$ cat src/rtl/window_sequencer_pkg.sv
// Shared types for the sliding-window sequencer: FSM states, window-buffer
// command encodings and the small modular-add helper used for row-cache slots.
package window_seq_pkg;

  typedef enum logic [3:0] {
    ST_IDLE,
    ST_FILL_REQ,
    ST_FILL_WAIT,
    ST_FILL_WR,
    ST_C_RD,
    ST_C_WAIT,
    ST_C_LOAD,
    ST_SD_REQ,
    ST_SD_WAIT,
    ST_SD_LOAD,
    ST_SHIFT,
    ST_EMIT,
    ST_ADV,
    ST_DONE
  } state_t;

  typedef enum logic [1:0] {
    WB_LOAD_CACHE = 2'd0,
    WB_LOAD_SD    = 2'd1,
    WB_SHIFT      = 2'd2
  } wb_mode_t;

  // Both operands are already below m, so one conditional subtract suffices.
  function automatic int wrap_add(input int a, input int b, input int m);
    int s;
    s = a + b;
    return (s >= m) ? s - m : s;
  endfunction

endpackage

$ cat src/rtl/window_sequencer_counter.sv
// Up-counter with synchronous clear and wrap at MAX; rollover flags the terminal count.
module flex_counter #(
  parameter int W   = 4,
  parameter int MAX = 15
) (
  input  logic         clk,
  input  logic         rst,
  input  logic         en,
  input  logic         clear,
  output logic [W-1:0] count,
  output logic         rollover
);

  localparam logic [W-1:0] MAX_V = W'(MAX);

  assign rollover = (count == MAX_V);

  // NOTE: sequential state uses non-blocking assignments so every flop samples pre-edge values.
  always_ff @(posedge clk) begin
    if (rst || clear) begin
      count <= '0;
    end else if (en) begin
      count <= rollover ? '0 : count + 1'b1;
    end
  end

endmodule

$ cat src/rtl/window_sequencer.sv
// Raster-order window sequencer: caches WIN-1 image rows, builds each WINxWIN
// window from cache plus one fresh SDRAM pixel, and hands windows to a consumer.
module window_sequencer
  import window_seq_pkg::*;
#(
  parameter int  IMG_W = 16,
  parameter int  IMG_H = 16,
  parameter int  WIN   = 3,
  localparam int CW    = $clog2(IMG_W),
  localparam int RW    = $clog2(IMG_H),
  localparam int SW    = (WIN > 2) ? $clog2(WIN - 1) : 1
) (
  input  logic          clk,
  input  logic          rst,
  input  logic          start,
  output logic          sdram_rd_req,
  input  logic          sdram_rd_valid,
  output logic          sram_en,
  output logic          sram_rd,
  output logic [SW-1:0] sram_slot,
  input  logic          sram_rd_valid,
  output logic          wb_en,
  output logic [1:0]    wb_mode,
  output logic [SW-1:0] wb_row,
  output logic [CW-1:0] col,
  output logic [RW-1:0] row,
  output logic          out_req,
  input  logic          out_ack,
  output logic          busy,
  output logic          done
);

  localparam int             SLOTS      = WIN - 1;
  localparam logic [RW-1:0]  ROW_CACHED = RW'(WIN - 1);
  localparam logic [CW-1:0]  COL_EMIT   = CW'(WIN - 1);

  state_t        state, state_nxt;
  logic [SW-1:0] k, base, base_nxt, k_d, slot_d;
  logic [RW-1:0] row_adv;
  logic          col_last, row_last, k_last, accept, adv;
  wb_mode_t      wb_mode_d;

  assign accept  = (state == ST_IDLE) && start;
  assign adv     = (state == ST_ADV);
  assign row_adv = col_last ? row + 1'b1 : row;

  flex_counter #(.W(CW), .MAX(IMG_W - 1)) u_col (
    .clk(clk), .rst(rst), .en(adv), .clear(accept), .count(col), .rollover(col_last)
  );

  flex_counter #(.W(RW), .MAX(IMG_H - 1)) u_row (
    .clk(clk), .rst(rst), .en(adv && col_last), .clear(accept), .count(row), .rollover(row_last)
  );

  flex_counter #(.W(SW), .MAX(WIN - 2)) u_k (
    .clk(clk), .rst(rst), .en(state == ST_C_LOAD), .clear(accept), .count(k), .rollover(k_last)
  );

  // The oldest cached row is retired once per completed row outside the fill phase.
  always_comb begin
    base_nxt = base;
    if (accept) begin
      base_nxt = '0;
    end else if (adv && col_last && row >= ROW_CACHED) begin
      base_nxt = SW'(wrap_add(int'(base), 1, SLOTS));
    end
  end

  // NOTE: every always_comb output gets a default first so no path can infer a latch.
  always_comb begin
    state_nxt = state;
    case (state)
      ST_IDLE:      if (start) state_nxt = ST_FILL_REQ;
      ST_FILL_REQ:  state_nxt = ST_FILL_WAIT;
      ST_FILL_WAIT: if (sdram_rd_valid) state_nxt = ST_FILL_WR;
      ST_FILL_WR:   state_nxt = ST_ADV;
      ST_C_RD:      state_nxt = ST_C_WAIT;
      ST_C_WAIT:    if (sram_rd_valid) state_nxt = ST_C_LOAD;
      ST_C_LOAD:    state_nxt = k_last ? ST_SD_REQ : ST_C_RD;
      ST_SD_REQ:    state_nxt = ST_SD_WAIT;
      ST_SD_WAIT:   if (sdram_rd_valid) state_nxt = ST_SD_LOAD;
      ST_SD_LOAD:   state_nxt = ST_SHIFT;
      ST_SHIFT:     state_nxt = (col >= COL_EMIT) ? ST_EMIT : ST_ADV;
      ST_EMIT:      if (out_ack) state_nxt = ST_ADV;
      ST_ADV: begin
        if (col_last && row_last)      state_nxt = ST_DONE;
        else if (row_adv < ROW_CACHED) state_nxt = ST_FILL_REQ;
        else                           state_nxt = ST_C_RD;
      end
      ST_DONE:      state_nxt = ST_IDLE;
      default:      state_nxt = ST_IDLE;
    endcase
  end

  // Outputs are decoded from the next state and registered, so they line up with the state.
  always_comb begin
    k_d       = (state == ST_C_LOAD) ? k + 1'b1 : k;
    slot_d    = '0;
    wb_mode_d = WB_LOAD_CACHE;
    case (state_nxt)
      ST_FILL_WR: slot_d = SW'(wrap_add(int'(base_nxt), int'(row), SLOTS));
      ST_C_RD:    slot_d = SW'(wrap_add(int'(base_nxt), int'(k_d), SLOTS));
      ST_SD_LOAD: slot_d = base_nxt;
      default:    slot_d = '0;
    endcase
    if (state_nxt == ST_SD_LOAD) wb_mode_d = WB_LOAD_SD;
    else if (state_nxt == ST_SHIFT) wb_mode_d = WB_SHIFT;
  end

  always_ff @(posedge clk) begin
    if (rst) begin
      state        <= ST_IDLE;
      base         <= '0;
      sdram_rd_req <= 1'b0;
      sram_en      <= 1'b0;
      sram_rd      <= 1'b0;
      sram_slot    <= '0;
      wb_en        <= 1'b0;
      wb_mode      <= WB_LOAD_CACHE;
      wb_row       <= '0;
      out_req      <= 1'b0;
      busy         <= 1'b0;
      done         <= 1'b0;
    end else begin
      state        <= state_nxt;
      base         <= base_nxt;
      sdram_rd_req <= state_nxt inside {ST_FILL_REQ, ST_SD_REQ};
      sram_en      <= state_nxt inside {ST_FILL_WR, ST_C_RD, ST_SD_LOAD};
      sram_rd      <= (state_nxt == ST_C_RD);
      sram_slot    <= slot_d;
      wb_en        <= state_nxt inside {ST_C_LOAD, ST_SD_LOAD, ST_SHIFT};
      wb_mode      <= wb_mode_d;
      wb_row       <= (state_nxt == ST_C_LOAD) ? k : '0;
      out_req      <= (state_nxt == ST_EMIT);
      busy         <= (state_nxt != ST_IDLE);
      done         <= (state_nxt == ST_DONE);
    end
  end

endmodule

$ cat config.mk
export PLATFORM = sky130hd
export DESIGN_NAME = window_sequencer
export DESIGN_NICKNAME = d
export VERILOG_FILES = /design/src/rtl/window_sequencer_pkg.sv /design/src/rtl/window_sequencer_counter.sv /design/src/rtl/window_sequencer.sv
export SDC_FILE = /design/constraint.sdc
export NUM_CORES = 1
export LEC_CHECK = 0
export CORE_UTILIZATION = 40
export CTS_CLUSTER_DIAMETER = 120
export CTS_CLUSTER_SIZE = 14
export DETAILED_ROUTE_END_ITERATION = 8
export PLACE_DENSITY = 0.63
export SYNTH_ARGS = -nofsm -noshare
export SYNTH_HDL_FRONTEND = slang
export SYNTH_HIERARCHICAL = 1
export SYNTH_SLANG_ARGS = --single-unit
export TNS_END_PERCENT = 100
$ cat constraint.sdc
create_clock -name clk -period 3.23 [get_ports clk]
set_input_delay 0.4845 -clock clk [delete_from_list [all_inputs] [get_ports clk]]
set_output_delay 0.4845 -clock clk [all_outputs]
set_load 0.02 [all_outputs]
==> flow_metrics.env <==
export IMPL_critical_path_peak_fanout=5
export IMPL_sw_frac_of_total=0.346
export IMPL_clock_skew_ps=7.85
export IMPL_cts_resized=0
export IMPL_slew_headroom=0.531
export IMPL_grt_overflow=0
export IMPL_hp_class="register to register"
export IMPL_synth_cell_types=44
export IMPL_fin_crit_ps=2640
export IMPL_postSynthCellCount=162
export IMPL_seq_area_um2=500
export IMPL_finalCritPeriodShare=0.818
export IMPL_antenna_left=0
export IMPL_multi_input_area_um2=810
export IMPL_power_switching_w=0.000249
export IMPL_dp_hpwl_um=2090
export IMPL_leakage_nw=0.634
export IMPL_synthFlopType="dfxtp_1"
export IMPL_fp_row_count=20
export IMPL_vias_per_cell=5.30
export IMPL_clock_latency_ps=320
export IMPL_grt_use_total=0.168
export IMPL_gp_congestion=0.824
export IMPL_dp_cells=223
export IMPL_setup_viol=0
export IMPL_p_comb_frac=0.295
export IMPL_syn_area_per_cell_um2=8.51
export IMPL_synth_area_leaders="dfxtp_1 36%, nor2_1 4.6%, xor2_1 4.4%"
export IMPL_ys_ff_latch=25
export IMPL_via_count=1202
export IMPL_ys_seq_area_frac=0.363
export IMPL_required_ps=3500
export IMPL_maxCapViolCount=0
export IMPL_root_buffer="clkbuf_4"
export IMPL_diodes=0
export IMPL_area_delta_synth_final_pct=21.1
export IMPL_synth_top_cell_area_share=0.363
export IMPL_fillers=316
export IMPL_maxSlewViolCount=0
export IMPL_fin_util=0.529
export IMPL_synth_edf_count=0
export IMPL_grt_pass1_vias=1055
export IMPL_post_cts_setup_buffers=0
export IMPL_p_clk_frac=0.199
export IMPL_die_area_um2=3690
export IMPL_drc_errors=0
export IMPL_syn_area_um2=1380
export IMPL_num_io_pins=25
export IMPL_peakVddDrop_v=0.000262
export IMPL_start_util=0.437
export IMPL_critical_path_arrival_ps=2910
export IMPL_status="complete, no violations"
export IMPL_grt_pass1_wl_um=4690
export IMPL_max_freq_mhz=378
export IMPL_synth_common_cells="25 x dfxtp_1, 17 x nor2_1, 13 x nand2_1"
export IMPL_wl_um=2930
export IMPL_clock_sinks=25
export IMPL_cts_tree="yes"
export IMPL_yosys_area_top_type="dfxtp_1"
export IMPL_die_w_um=60.7
export IMPL_drtPass1Iterations=4
export IMPL_synth_nets=172
export IMPL_clkTransAtPathRegs_ps=140
export IMPL_portBuffers=24
export IMPL_clockBufferDepth=2
export IMPL_grt_max_degree=18
export IMPL_synth_async_reset_ratio=0
export IMPL_setup_tns_ps=0
export IMPL_wl_per_cell_um=12.9
export IMPL_critPathKind="register to register"
export IMPL_drive_above_1_share=0.0765
export IMPL_finalHoldViolCount=0
export IMPL_htreeDepth=1
export IMPL_finalNonFillerCells=227
export IMPL_p_int_w=0.000469
export IMPL_rsz0062_at_grt="no"
export IMPL_antenna_found_initial=0
export IMPL_die_h_um=60.7
export IMPL_drt_iter0_markers=13
export IMPL_finalNetCount=194
export IMPL_startpoint_type="register"
export IMPL_core_area_um2=3150
export IMPL_end_kind="register"
export IMPL_power_density_nw_per_um2=430
export IMPL_seqPwrFrac=0.506
export IMPL_yosysMostFrequentCell="dfxtp_1"
export IMPL_yosys_warnings=6
export IMPL_cts_buffers=3
export IMPL_worstMarginPinSlew_ps=701
export IMPL_postCtsHoldBufs=0
==> power groups by stage <==
stage / logic [W] / clock network [W] / registers [W]
detailed placement: 0.000211 / 0 / 0.000369
CTS: 0.000212 / 0.000149 / 0.000362
global route: 0.000231 / 0.000162 / 0.000366
finish: 0.000212 / 0.000143 / 0.000363
floorplan: 0.000161 / 0 / 0.000362
global placement: 0.000209 / 0 / 0.000369
==> cells by family after synthesis <==
kind of cell    after synthesis  synth area share
mux                           2            0.0145
buf+inv                      15            0.0499
compound gates               26             0.130
simple gates                 79             0.337
fa+ha+maj                     4            0.0363
flops                        25             0.363
xor+xnor                     11            0.0699
==> layout make-up <==
cell class                 instances  share of cell area
clock inverter                     1             0.00450
timing repair buffer              25               0.148
inverter                           7              0.0157
sequential                        25               0.300
clock buffer                       3              0.0135
multi-input combinational        122               0.485
tap                               44              0.0330
==> cells in the final DEF, fill, tap and decap left out, types with 3 or more instances in the layout <==
| master | n |
|---|---|
| a21oi_1 | 5 |
| a22o_1 | 3 |
| and2_1 | 4 |
| and3_1 | 9 |
| clkbuf_4 | 3 |
| clkdlybuf4s50_1 | 24 |
| dfxtp_1 | 25 |
| ha_1 | 4 |
| inv_1 | 7 |
| nand2_1 | 13 |
| nand2b_1 | 3 |
| nand4_1 | 4 |
| nor2_1 | 17 |
| nor2b_1 | 3 |
| nor3_1 | 6 |
| nor3_2 | 3 |
| nor4_1 | 4 |
| o21ai_0 | 7 |
| xnor2_1 | 4 |
| xor2_1 | 7 |
==> per-layer routing <==
metal,global-route usage,share of wire,vias up
li1,-,-,620
met1,0.207,0.48,553
met2,0.287,0.48,25
met3,0.0448,0.028,4
met4,0.0487,0.012,0
met5,0,0,-
==> sequential cells by signal, indices dropped and copies added, names as in the netlist, 2 cells and up <==
name / flops
wb_mode: 2
state: 4
u_col/count: 4
u_row/count: 4
==> per-stage QoR <==
step	cell area (µm²)	hold slack [ps]	total power [W]	setup WS [ps]
after CTS	1670	542	0.000723	597
after global placement	1640	512	0.000578	697
after global routing	1670	560	0.000758	374
after detailed placement	1640	510	0.000579	628
final	1670	528	0.000718	586
after floorplan	1380	481	0.000523	638
==> worst max-delay path, stage by stage (launching register included) <==
cell	delay [ps]
dfxtp_1	430
ha_1	190
and3_1	210
or3b_4	420
o21ai_0	410
a21oi_1	230
and3_1	260
a22o_1	230
and2_4	130
o22ai_2	90
==> path summary, 6_finish.rpt <==
kind	from	end	slack [ps]	cells after the start
worst min register to register	u_k/count	wb_row	530	2
worst min-delay path	u_k/count	wb_row	530	2
worst max-delay path	u_col/count[1]	sram_slot	590	9
worst max register to register	u_col/count[1]	sram_slot	590	9
Note: power is estimated with default switching activity, not from simulation.
